[config.mk]
export PLATFORM = sky130hd
export DESIGN_NAME = popcount_seq
export DESIGN_NICKNAME = d
export VERILOG_FILES = /design/src/rtl/popcount_pkg.sv /design/src/rtl/count_ones.sv /design/src/rtl/popcount_seq.sv
export SDC_FILE = /design/constraint.sdc
export NUM_CORES = 1
export LEC_CHECK = 0
export ABC_AREA = 0
export BUFFER_PORTS_ARGS = -buffer_cell sky130_fd_sc_hd__buf_2
export CAP_MARGIN = 20
export CORE_MARGIN = 3
export CORE_UTILIZATION = 34
export DETAILED_ROUTE_END_ITERATION = 7
export HOLD_SLACK_MARGIN = 0.06
export MAX_ROUTING_LAYER = met4
export PLACE_DENSITY = 0.61
export SLEW_MARGIN = 40
export SYNTH_ARGS = -nofsm -noshare
export SYNTH_HDL_FRONTEND = slang
export SYNTH_SLANG_ARGS = --single-unit
[constraint.sdc]
create_clock -name clk -period 7.85 [get_ports clk]
set_input_delay 1.57 -clock clk [delete_from_list [all_inputs] [get_ports clk]]
set_output_delay 1.57 -clock clk [all_outputs]
set_load 0.03 [all_outputs]
[src/rtl/popcount_pkg.sv]
// Shared types and helpers for the sequential popcount block.
//   popcount_state_t : controller state encoding (IDLE, COUNT, DONE)
//   cnt_wl(wl)       : width needed to hold a count of 0..wl set bits
package popcount_pkg;

  typedef enum logic [1:0] {
    IDLE  = 2'd0,
    COUNT = 2'd1,
    DONE  = 2'd2
  } popcount_state_t;

  function automatic int unsigned cnt_wl(input int unsigned wl);
    return $clog2(wl + 1);
  endfunction

endpackage

[src/rtl/count_ones.sv]
// Combinational population count of a WL-bit slice.
//   data  : slice to count
//   count : number of set bits in data, cnt_wl(WL) bits wide
module count_ones
  import popcount_pkg::*;
#(
  parameter int unsigned WL = 32
) (
  input  logic [WL-1:0]          data,
  output logic [cnt_wl(WL)-1:0]  count
);

  localparam int unsigned CW = cnt_wl(WL);

  always_comb begin
    count = '0;
    for (int unsigned i = 0; i < WL; i++) begin
      count = count + CW'(data[i]);
    end
  end

endmodule

[src/rtl/popcount_seq.sv]
// Time-multiplexed popcount of a DATA_WL-bit word, one CHUNK_WL-bit slice per cycle.
//   clk, rst            : clock, asynchronous active-high reset
//   abort               : synchronous cancel of any word in flight or result pending
//   in_valid/in_ready   : input handshake, in_data is the word to count
//   out_valid/out_ready : result handshake, out_count is the number of set bits
//   busy                : high while slices are being counted
module popcount_seq
  import popcount_pkg::*;
#(
  parameter int unsigned DATA_WL    = 128,
  parameter int unsigned CHUNK_WL   = 32,
  parameter bit          EARLY_EXIT = 1'b0
) (
  input  logic                         clk,
  input  logic                         rst,
  input  logic                         abort,
  input  logic                         in_valid,
  output logic                         in_ready,
  input  logic [DATA_WL-1:0]           in_data,
  output logic                         out_valid,
  input  logic                         out_ready,
  output logic [cnt_wl(DATA_WL)-1:0]   out_count,
  output logic                         busy
);

  localparam int unsigned NUM_CHUNKS = DATA_WL / CHUNK_WL;
  localparam int unsigned CW         = cnt_wl(DATA_WL);
  localparam int unsigned PW         = cnt_wl(CHUNK_WL);
  localparam int unsigned IW         = (NUM_CHUNKS > 1) ? $clog2(NUM_CHUNKS) : 1;

  if ((DATA_WL % CHUNK_WL) != 0 || CHUNK_WL == 0) begin : g_bad_cfg
    $error("popcount_seq: DATA_WL must be a non-zero multiple of CHUNK_WL");
  end

  popcount_state_t     state_q, state_d;
  logic [DATA_WL-1:0]  sreg_q, sreg_d;
  logic [CW-1:0]       acc_q, acc_d;
  logic [IW-1:0]       idx_q, idx_d;
  logic [CW-1:0]       out_count_q, out_count_d;

  logic [PW-1:0]       chunk_cnt;
  logic [CW-1:0]       acc_sum;
  logic [DATA_WL-1:0]  sreg_shift;
  logic                last_chunk;
  logic                rest_zero;
  logic                load;

  count_ones #(
    .WL (CHUNK_WL)
  ) u_count_ones (
    .data  (sreg_q[CHUNK_WL-1:0]),
    .count (chunk_cnt)
  );

  assign acc_sum    = acc_q + CW'(chunk_cnt);
  assign sreg_shift = sreg_q >> CHUNK_WL;
  assign last_chunk = (idx_q == IW'(NUM_CHUNKS - 1));
  assign rest_zero  = EARLY_EXIT && (sreg_shift == '0);

  // abort and reset mask both handshakes so nothing completes on a cancelling edge
  always_comb begin
    in_ready  = 1'b0;
    out_valid = 1'b0;
    if (!rst && !abort) begin
      unique case (state_q)
        IDLE:    in_ready = 1'b1;
        DONE:    begin
          in_ready  = out_ready;
          out_valid = 1'b1;
        end
        default: in_ready = 1'b0;
      endcase
    end
  end

  assign busy      = (state_q == COUNT);
  assign out_count = out_count_q;
  assign load      = in_valid && in_ready;

  always_comb begin
    state_d     = state_q;
    sreg_d      = sreg_q;
    acc_d       = acc_q;
    idx_d       = idx_q;
    out_count_d = out_count_q;
    if (abort) begin
      state_d = IDLE;
      acc_d   = '0;
      idx_d   = '0;
    end else begin
      unique case (state_q)
        IDLE: begin
          if (load) begin
            state_d = COUNT;
            sreg_d  = in_data;
            acc_d   = '0;
            idx_d   = '0;
          end
        end
        COUNT: begin
          acc_d  = acc_sum;
          sreg_d = sreg_shift;
          idx_d  = idx_q + IW'(1);
          if (last_chunk || rest_zero) begin
            state_d     = DONE;
            out_count_d = acc_sum;
          end
        end
        DONE: begin
          if (out_ready) begin
            if (load) begin
              state_d = COUNT;
              sreg_d  = in_data;
              acc_d   = '0;
              idx_d   = '0;
            end else begin
              state_d = IDLE;
            end
          end
        end
        default: state_d = IDLE;
      endcase
    end
  end

  always_ff @(posedge clk or posedge rst) begin
    if (rst) begin
      state_q     <= IDLE;
      sreg_q      <= '0;
      acc_q       <= '0;
      idx_q       <= '0;
      out_count_q <= '0;
    end else begin
      state_q     <= state_d;
      sreg_q      <= sreg_d;
      acc_q       <= acc_d;
      idx_q       <= idx_d;
      out_count_q <= out_count_d;
    end
  end

endmodule

==> results of run 1 <==
[routing by layer]
layer,wire length (µm),global-route usage,share of wire,up-vias
met4,276,0.05046,0.015,0
li1,-,-,-,3041
met5,0,-,0,-
met3,677,0.03246,0.036,18
met2,8817,0.2417,0.47,103
met1,9067,0.2259,0.48,2782
[worst reg2reg max path, stage by stage (launching register included)]
cell and delay [ns]:
sky130_fd_sc_hd__dfrtp_1 0.38, sky130_fd_sc_hd__ha_1 0.29, sky130_fd_sc_hd__inv_1 0.07, sky130_fd_sc_hd__fa_1 0.44, sky130_fd_sc_hd__fa_1 0.51, sky130_fd_sc_hd__fa_1 0.55, sky130_fd_sc_hd__fa_1 0.44, sky130_fd_sc_hd__fa_1 0.53
sky130_fd_sc_hd__fa_1 0.42, sky130_fd_sc_hd__fa_1 0.41, sky130_fd_sc_hd__fa_1 0.41, sky130_fd_sc_hd__inv_1 0.07, sky130_fd_sc_hd__a21o_1 0.11, sky130_fd_sc_hd__a21oi_1 0.07, sky130_fd_sc_hd__xnor2_1 0.14, sky130_fd_sc_hd__ha_1 0.34
sky130_fd_sc_hd__o211ai_1 0.12, sky130_fd_sc_hd__o211ai_1 0.21, sky130_fd_sc_hd__o211ai_1 0.17, sky130_fd_sc_hd__or3_1 0.33, sky130_fd_sc_hd__o21ai_0 0.07
[sequential cells by signal, summed over array words and instances (netlist names)]
signal     flops
acc_q          8
idx_q          2
out_count      8
sreg_q       128
state_q        2
[final cells by class]
type                            instances  area (µm²)
Antenna cell                            1       2.502
Inverter                               60       231.5
Multi-Input combinational cell        595        3329
Sequential cell                       148        3704
Clock buffer                           17       425.4
Clock inverter                         15       197.7
Timing Repair Buffer                  150       819.5
Fill cell                            2140       12300
Tap cell                              275       344.1
[Yosys cell counts (5+ instances only)]
| cell | count | area (µm²) |
|---|---|---|
| sky130_fd_sc_hd__a21oi_1 | 8 | 40.04 |
| sky130_fd_sc_hd__ha_1 | 15 | 187.7 |
| sky130_fd_sc_hd__buf_2 | 29 | 145.1 |
| sky130_fd_sc_hd__dfrtp_1 | 148 | 3704 |
| sky130_fd_sc_hd__mux2_2 | 5 | 56.30 |
| sky130_fd_sc_hd__buf_1 | 6 | 22.52 |
| sky130_fd_sc_hd__nand3_1 | 32 | 160.2 |
| sky130_fd_sc_hd__clkbuf_1 | 14 | 52.55 |
| sky130_fd_sc_hd__buf_4 | 6 | 45.04 |
| sky130_fd_sc_hd__nand2_1 | 263 | 987.2 |
| sky130_fd_sc_hd__o21ai_0 | 11 | 55.05 |
| sky130_fd_sc_hd__xnor2_1 | 5 | 43.79 |
| sky130_fd_sc_hd__fa_1 | 25 | 500.5 |
| sky130_fd_sc_hd__a31oi_1 | 97 | 606.8 |
| sky130_fd_sc_hd__a22o_1 | 6 | 52.55 |
| sky130_fd_sc_hd__inv_1 | 59 | 221.5 |
| sky130_fd_sc_hd__nor2_1 | 98 | 367.9 |
[cells by family (layout without fill, tap and decap cells)]
group	count (synthesis)	after routing	share of synthesized area
adders and majority gates	40	40	0.09164
and+or+nand+nor	406	406	0.2139
muxes	6	6	0.008830
AOI/OAI and AO/OA	136	136	0.1190
DFF	148	148	0.4932
xor gates and xnor gates	7	7	0.008164
buffers and inverters	115	242	0.06531
other	0	1	0
[path summary, 6_finish.rpt]
check	slack (ns)	start	to
setup / recovery	1.69	sreg_q[0]	acc_q[7]
hold / removal	0.47	sreg_q[98]	sreg_q[98]
setup reg to reg	1.69	sreg_q[0]	acc_q[7]
hold reg to reg	0.47	sreg_q[98]	sreg_q[98]
max in group asynchronous	5.43	rst	sreg_q[23]
min in group asynchronous	1.26	rst	sreg_q[35]
[through the flow]
stage / worst slack, ns / cell area, µm² / hold slack, ns / utilization / instances
finish: 1.688 / 9054 / 0.4684 / 0.4240 / 1261
global route: 1.379 / 9054 / 0.4866 / 0.4240 / 1261
CTS: 1.677 / 9001 / 0.4704 / 0.4215 / 1258
detailed placement: 1.706 / 8378 / 0.4554 / 0.3924 / 1226
global placement: 1.758 / 8374 / 0.4490 / 0.3922 / 1226
floorplan: 1.847 / 7510 / 0.4386 / - / 858
==> metrics.txt, run 1 <==
Seq cells post-synth=about 150; worst setup path class=register to register; TritonCTS sink count=between 100 and 150; Initial Util=0.3517; number of global-route vias before repair=approximately 5900; wire length of the first global-routing pass=29950 µm; highest-delay cell along the critical path=sky130_fd_sc_hd__fa_1; most frequent cells in the layout=sky130_fd_sc_hd__nand2_1, sky130_fd_sc_hd__dfrtp_1, sky130_fd_sc_hd__buf_2; setup repair after global routing missed its margin=no; kind of launch point of the worst setup path=register; critical path depth=20; Critical Path End Type=register; final number of hold-violating endpoints=0; CTS H-Tree Depth=4; die extent in x=154.6 µm; cell at the root of the clock tree=sky130_fd_sc_hd__clkbuf_16; CP max stage delay=roughly 0.55 ns; synthesized area per cell=just under 9 µm²; post-synthesis net count=1031; initial antenna violation count=1; Final Skew=approximately 0.0082 ns; number of buffers created by CTS=17; Rows=53; Yosys cell types=39; Die Outline Area=23910 µm²; largest delay contributor family on the critical path=adder cells; Cell Chain, Critical Path=ha_1 -> inv_1 -> fa_1 -> fa_1 -> fa_1 -> fa_1 -> fa_1 -> fa_1 -> fa_1 -> fa_1 -> inv_1 -> a21o_1 -> a21oi_1 -> xnor2_1 -> ha_1 -> o211ai_1 -> o211ai_1 -> o211ai_1 -> or3_1 -> o21ai_0; count of hold-fix buffers inserted at cts=0; Placeable Area=21350 µm²; Post-synth EDFFs=0; initial DRC count=322; length of the first detailed-routing pass in iterations=4; maximum achievable frequency=162.3 MHz; routed via count=between 5000 and 6000; path class of the lowest-slack min-delay path=register to register; clock-pin transition on the worst setup and hold timing paths=0.07 ns; worst r2r path cells=20; via/cell ratio=4.714; maximum number of pins on one net before global-route repair=between 200 and 250; Final GP Congestion=0.8614; worst endpoint data arrival time=between 6 and 7 ns; number of instances in the synthesized netlist=858; share of flip-flops with an asynchronous set or reset=1.000; half-perimeter wire length after detailed placement=approximately 13000 µm; quantity of gates resized following cts=0; buffering stage count on the worst path with inverters included=2; Setup-failing EPs final=0; WP data required=roughly 8.2 ns; combined global-route utilization of all metal layers=0.1626; Primary FF master, synth=sky130_fd_sc_hd__dfrtp_1; Die Ht=~150 µm; remaining global-route overflow=0; slew at the pin closest to its max-slew limit=between 0.6 and 0.7 ns; Final Critical Period=roughly 6 ns; worst slew slack as a fraction of its limit=0.5653; post-synthesis cell area=about 7500 µm²; area growth from synthesis to final layout=20.56%; post-detailed-route DRC marker count=0; Syn. warnings=0; IO Count=144; outcome=complete, no violations; Routed WL per cell=roughly 15 µm; count of nets left with antenna violations after detail routing=0; DRT Wirelength=about 19000 µm; postcts setup bufs=0; number of max-cap violations=0; Port Buf Inserts=143; setup total negative slack=0 ns; Worst Hold Path Cells=2; cell occurring most often along the worst timing path=sky130_fd_sc_hd__fa_1; sequential fraction of the synthesis area=0.4932; net total in the final layout=about 1100; Max clock buf depth=2; final worst-path cycle share=0.7850; clock latency reported for the late side of the worst-skew pair=about 0.42 ns; TritonCTS clock tree=done; Final Max Tran Viols=0; ratio of cells with drive above 1 in the final layout=0.1980; CP max FO=4; most common library cell in the layout ignoring fill and taps=sky130_fd_sc_hd__nand2_1
Power of run 1 is left out: the tool's default activity adds up to more than one toggle a clock period on the data nets, which glitch-free logic cannot reach.
==> run 2: changes to the inputs <==
Settings changed: ABC_AREA 0 to 1, PLACE_DENSITY 0.61 to 0.63.
Clock period 7.85 ns to 5.1 ns, I/O delays scaled along.
==> metrics.txt, run 2 <==
outcome=finished with violations; violated checks=setup timing; remaining global-route overflow=0; IO Count=roughly 140; WP data required=about 5.4 ns; maximum number of pins on one net before global-route repair=~110; length of the first detailed-routing pass in iterations=7; setup slack of the worst register-to-register path=-0.47 ns; top post-synthesis cells by area=sky130_fd_sc_hd__dfrtp_1, sky130_fd_sc_hd__mux2i_1, sky130_fd_sc_hd__nand2_1, sky130_fd_sc_hd__fa_1, sky130_fd_sc_hd__o21ai_1; sequential fraction of the synthesis area=0.4791; TritonCTS sink count=approximately 150; initial DRC count=286; most frequent cells in the layout=sky130_fd_sc_hd__nand2_1, sky130_fd_sc_hd__dfrtp_1, sky130_fd_sc_hd__buf_2; synthesized area per cell=about 9.7 µm²; dpl ws=-0.4980 ns; die extent in x=156.8 µm; Die Outline Area=24580 µm²; Critical Path End Type=register; Setup-failing EPs final=14; clock-pin transition on the worst setup and hold timing paths=0.07 ns; post-synthesis cell area=around 7700 µm²; Final GP Congestion=roughly 0.82; number of buffers created by CTS=17; Final Skew=0.01677 ns; worst r2r path cells=18; final number of hold-violating endpoints=0; Crit Reg-Reg Startpoint=sreg_q[0]; number of instances in the synthesized netlist=798; routed via count=5650; worst slew slack as a fraction of its limit=0.4748; multi-input logic area=3555 µm²; number of global-route vias before repair=between 5000 and 6000; Worst Hold Path Cells=2; CP max FO=3; Die Ht=156.8 µm; area occupied by registers=3704 µm²; CTS H-Tree Depth=4; CP max stage delay=0.51 ns; maximum achievable frequency=approximately 180 MHz; combined global-route utilization of all metal layers=0.1463; net total in the final layout=about 1100; Yosys cell types=28; DRT Wirelength=approximately 17000 µm; fillers=2136; Initial Util=0.3499; Final Core Density=0.4261; setup repair after global routing missed its margin=yes; total non-filler cell area in the finished layout=roughly 9400 µm²; cell at the root of the clock tree=sky130_fd_sc_hd__clkbuf_16; launch instance of the worst min-delay path=out_count[3]; Syn. warnings=0; Primary FF master, synth=sky130_fd_sc_hd__dfrtp_1; leading area contributor after synthesis=sky130_fd_sc_hd__dfrtp_1; share of flip-flops with an asynchronous set or reset=1.000; kind of launch point of the worst setup path=register; Placeable Area=22090 µm²; cell area after placement=~8700 µm²; share of the synthesized area in the top cell type=0.4791; slew at the pin closest to its max-slew limit=a little under 0.8 ns; area growth from synthesis to final layout=21.79%; Port Buf Inserts=about 140; Commonest cells post-synth=sky130_fd_sc_hd__nand2_1, sky130_fd_sc_hd__dfrtp_1, sky130_fd_sc_hd__o21ai_1, sky130_fd_sc_hd__mux2i_1, sky130_fd_sc_hd__inv_1; post-detailed-route DRC marker count=0; half-perimeter wire length after detailed placement=12150 µm; Routed WL per cell=about 14 µm; Rows=54; wire length of the first global-routing pass=27620 µm; Max clock buf depth=2; Seq cells post-synth=148; post-synthesis net count=~970; clock latency reported for the late side of the worst-skew pair=about 0.43 ns; count of nets left with antenna violations after detail routing=0; crit path setup slack, layout=-0.4715 ns; Final Critical Period=5.571 ns; terminating pin of the worst hold path=out_count[3]; TritonCTS clock tree=done; Post-synth EDFFs=0; initial antenna violation count=2; via/cell ratio=~4.6; capture instance of the worst register-to-register path=acc_q[2]; most common library cell in the layout ignoring fill and taps=sky130_fd_sc_hd__nand2_1; Cell Chain, Critical Path=ha_1 -> inv_2 -> fa_1 -> fa_1 -> fa_1 -> fa_1 -> fa_1 -> fa_1 -> fa_2 -> fa_2 -> buf_4 -> xnor2_4 -> ha_4 -> buf_6 -> buf_6 -> buf_6 -> xor2_4 -> o22ai_2; path class of the lowest-slack min-delay path=register to register; cell occurring most often along the worst timing path=sky130_fd_sc_hd__fa_1; most used standard cell by instance count after synthesis=sky130_fd_sc_hd__nand2_1; worst setup path class=register to register; number of flip-flops under the largest register name=roughly 130; ratio of cells with drive above 1 in the final layout=0.2442; number of max-cap violations=0; highest-delay cell along the critical path=sky130_fd_sc_hd__fa_1; worst endpoint data arrival time=5.91 ns; register name with the most flops=sreg_q; final worst-path cycle share=1.092; Final Max Tran Viols=0
==> run 2: changes by cell type after synthesis, moves of 12 or more <==
| cell | before | now |
|---|---|---|
| sky130_fd_sc_hd__a31oi_1 | 97 | 0 |
| sky130_fd_sc_hd__buf_2 | 29 | 11 |
| sky130_fd_sc_hd__buf_6 | 0 | 17 |
| sky130_fd_sc_hd__inv_1 | 59 | 77 |
| sky130_fd_sc_hd__mux2i_1 | 1 | 97 |
| sky130_fd_sc_hd__nand2_1 | 263 | 212 |
| sky130_fd_sc_hd__nand3_1 | 32 | 16 |
| sky130_fd_sc_hd__nor2_1 | 98 | 7 |
| sky130_fd_sc_hd__o21ai_0 | 11 | 24 |
| sky130_fd_sc_hd__o21ai_1 | 0 | 99 |
| sky130_fd_sc_hd__o21ai_2 | 0 | 12 |
==> run 2: per-layer routing <==
layer | vias up | global-route usage | wire [µm]
met2 | 128 | 0.2210 | 8090
li1 | 2877 | - | -
met1 | 2626 | 0.1940 | 8030
met4 | 0 | 0.04293 | 260
met3 | 19 | 0.03872 | 819
met5 | - | - | 0
==> run 2: cell type report <==
cell class | instances | area share
flip-flops and latches | 148 | 0.3934
multi-input cells | 529 | 0.3776
repair buffers | 163 | 0.09530
clock buffers | 17 | 0.04519
well taps | 280 | 0.03721
inverters | 78 | 0.03190
clock inverters | 15 | 0.01887
diodes | 2 | 0.0005316
==> run 2: timing repair <==
item | CTS | global route
buffers inserted | 3 | 4
gates cloned | 0 | 0
endpoints found under the setup margin | 14 | 14
hold buffers | 0 | 0
pin swaps | 9 | 8
resized for setup | 8 | 12
==> run 2: worst max path at each step <==
stage	startpoint	end	depth (start not counted)
after CTS	sreg_q[0]	out_count[7]	19
final	sreg_q[0]	acc_q[2]	18
after floorplan	sreg_q[0]	acc_q[7]	19
after global routing	sreg_q[0]	out_count[7]	20
after global placement	sreg_q[18]	acc_q[7]	20
after detailed placement	sreg_q[0]	acc_q[7]	19
==> run 2: metrics by stage <==
step	hold slack (ns)	std cells	TNS (ns)
global placement	0.4631	1190	-4.228
finish	0.4748	1232	-5.209
floorplan	0.4459	798	-2.273
global route	0.4965	1232	-7.818
CTS	0.4806	1226	-4.004
detailed placement	0.4618	1191	-5.325
==> run 2: kinds of logic (layout without fill, tap and decap cells) <==
group                      Yosys count  in the layout  synth area share
AOI/OAI and AO/OA                  145            145            0.1008
xor gates and xnor gates             4              4          0.004533
adders and majority gates           40             40           0.08903
buffers and inverters              121            273           0.07753
DFF                                148            148            0.4791
muxes                               97             97            0.1256
other                                0              2                 0
and+or+nand+nor                    243            243            0.1233
==> run 2: critical path, delay by kind of cell (launching register included) <==
kind	cells	cell delay, ns
adders and majority gates	10	4.08
buffers and inverters	5	0.54
DFF	1	0.38
xor gates and xnor gates	2	0.32
AOI/OAI and AO/OA	1	0.16
Power of run 2 is left out for the same reason.
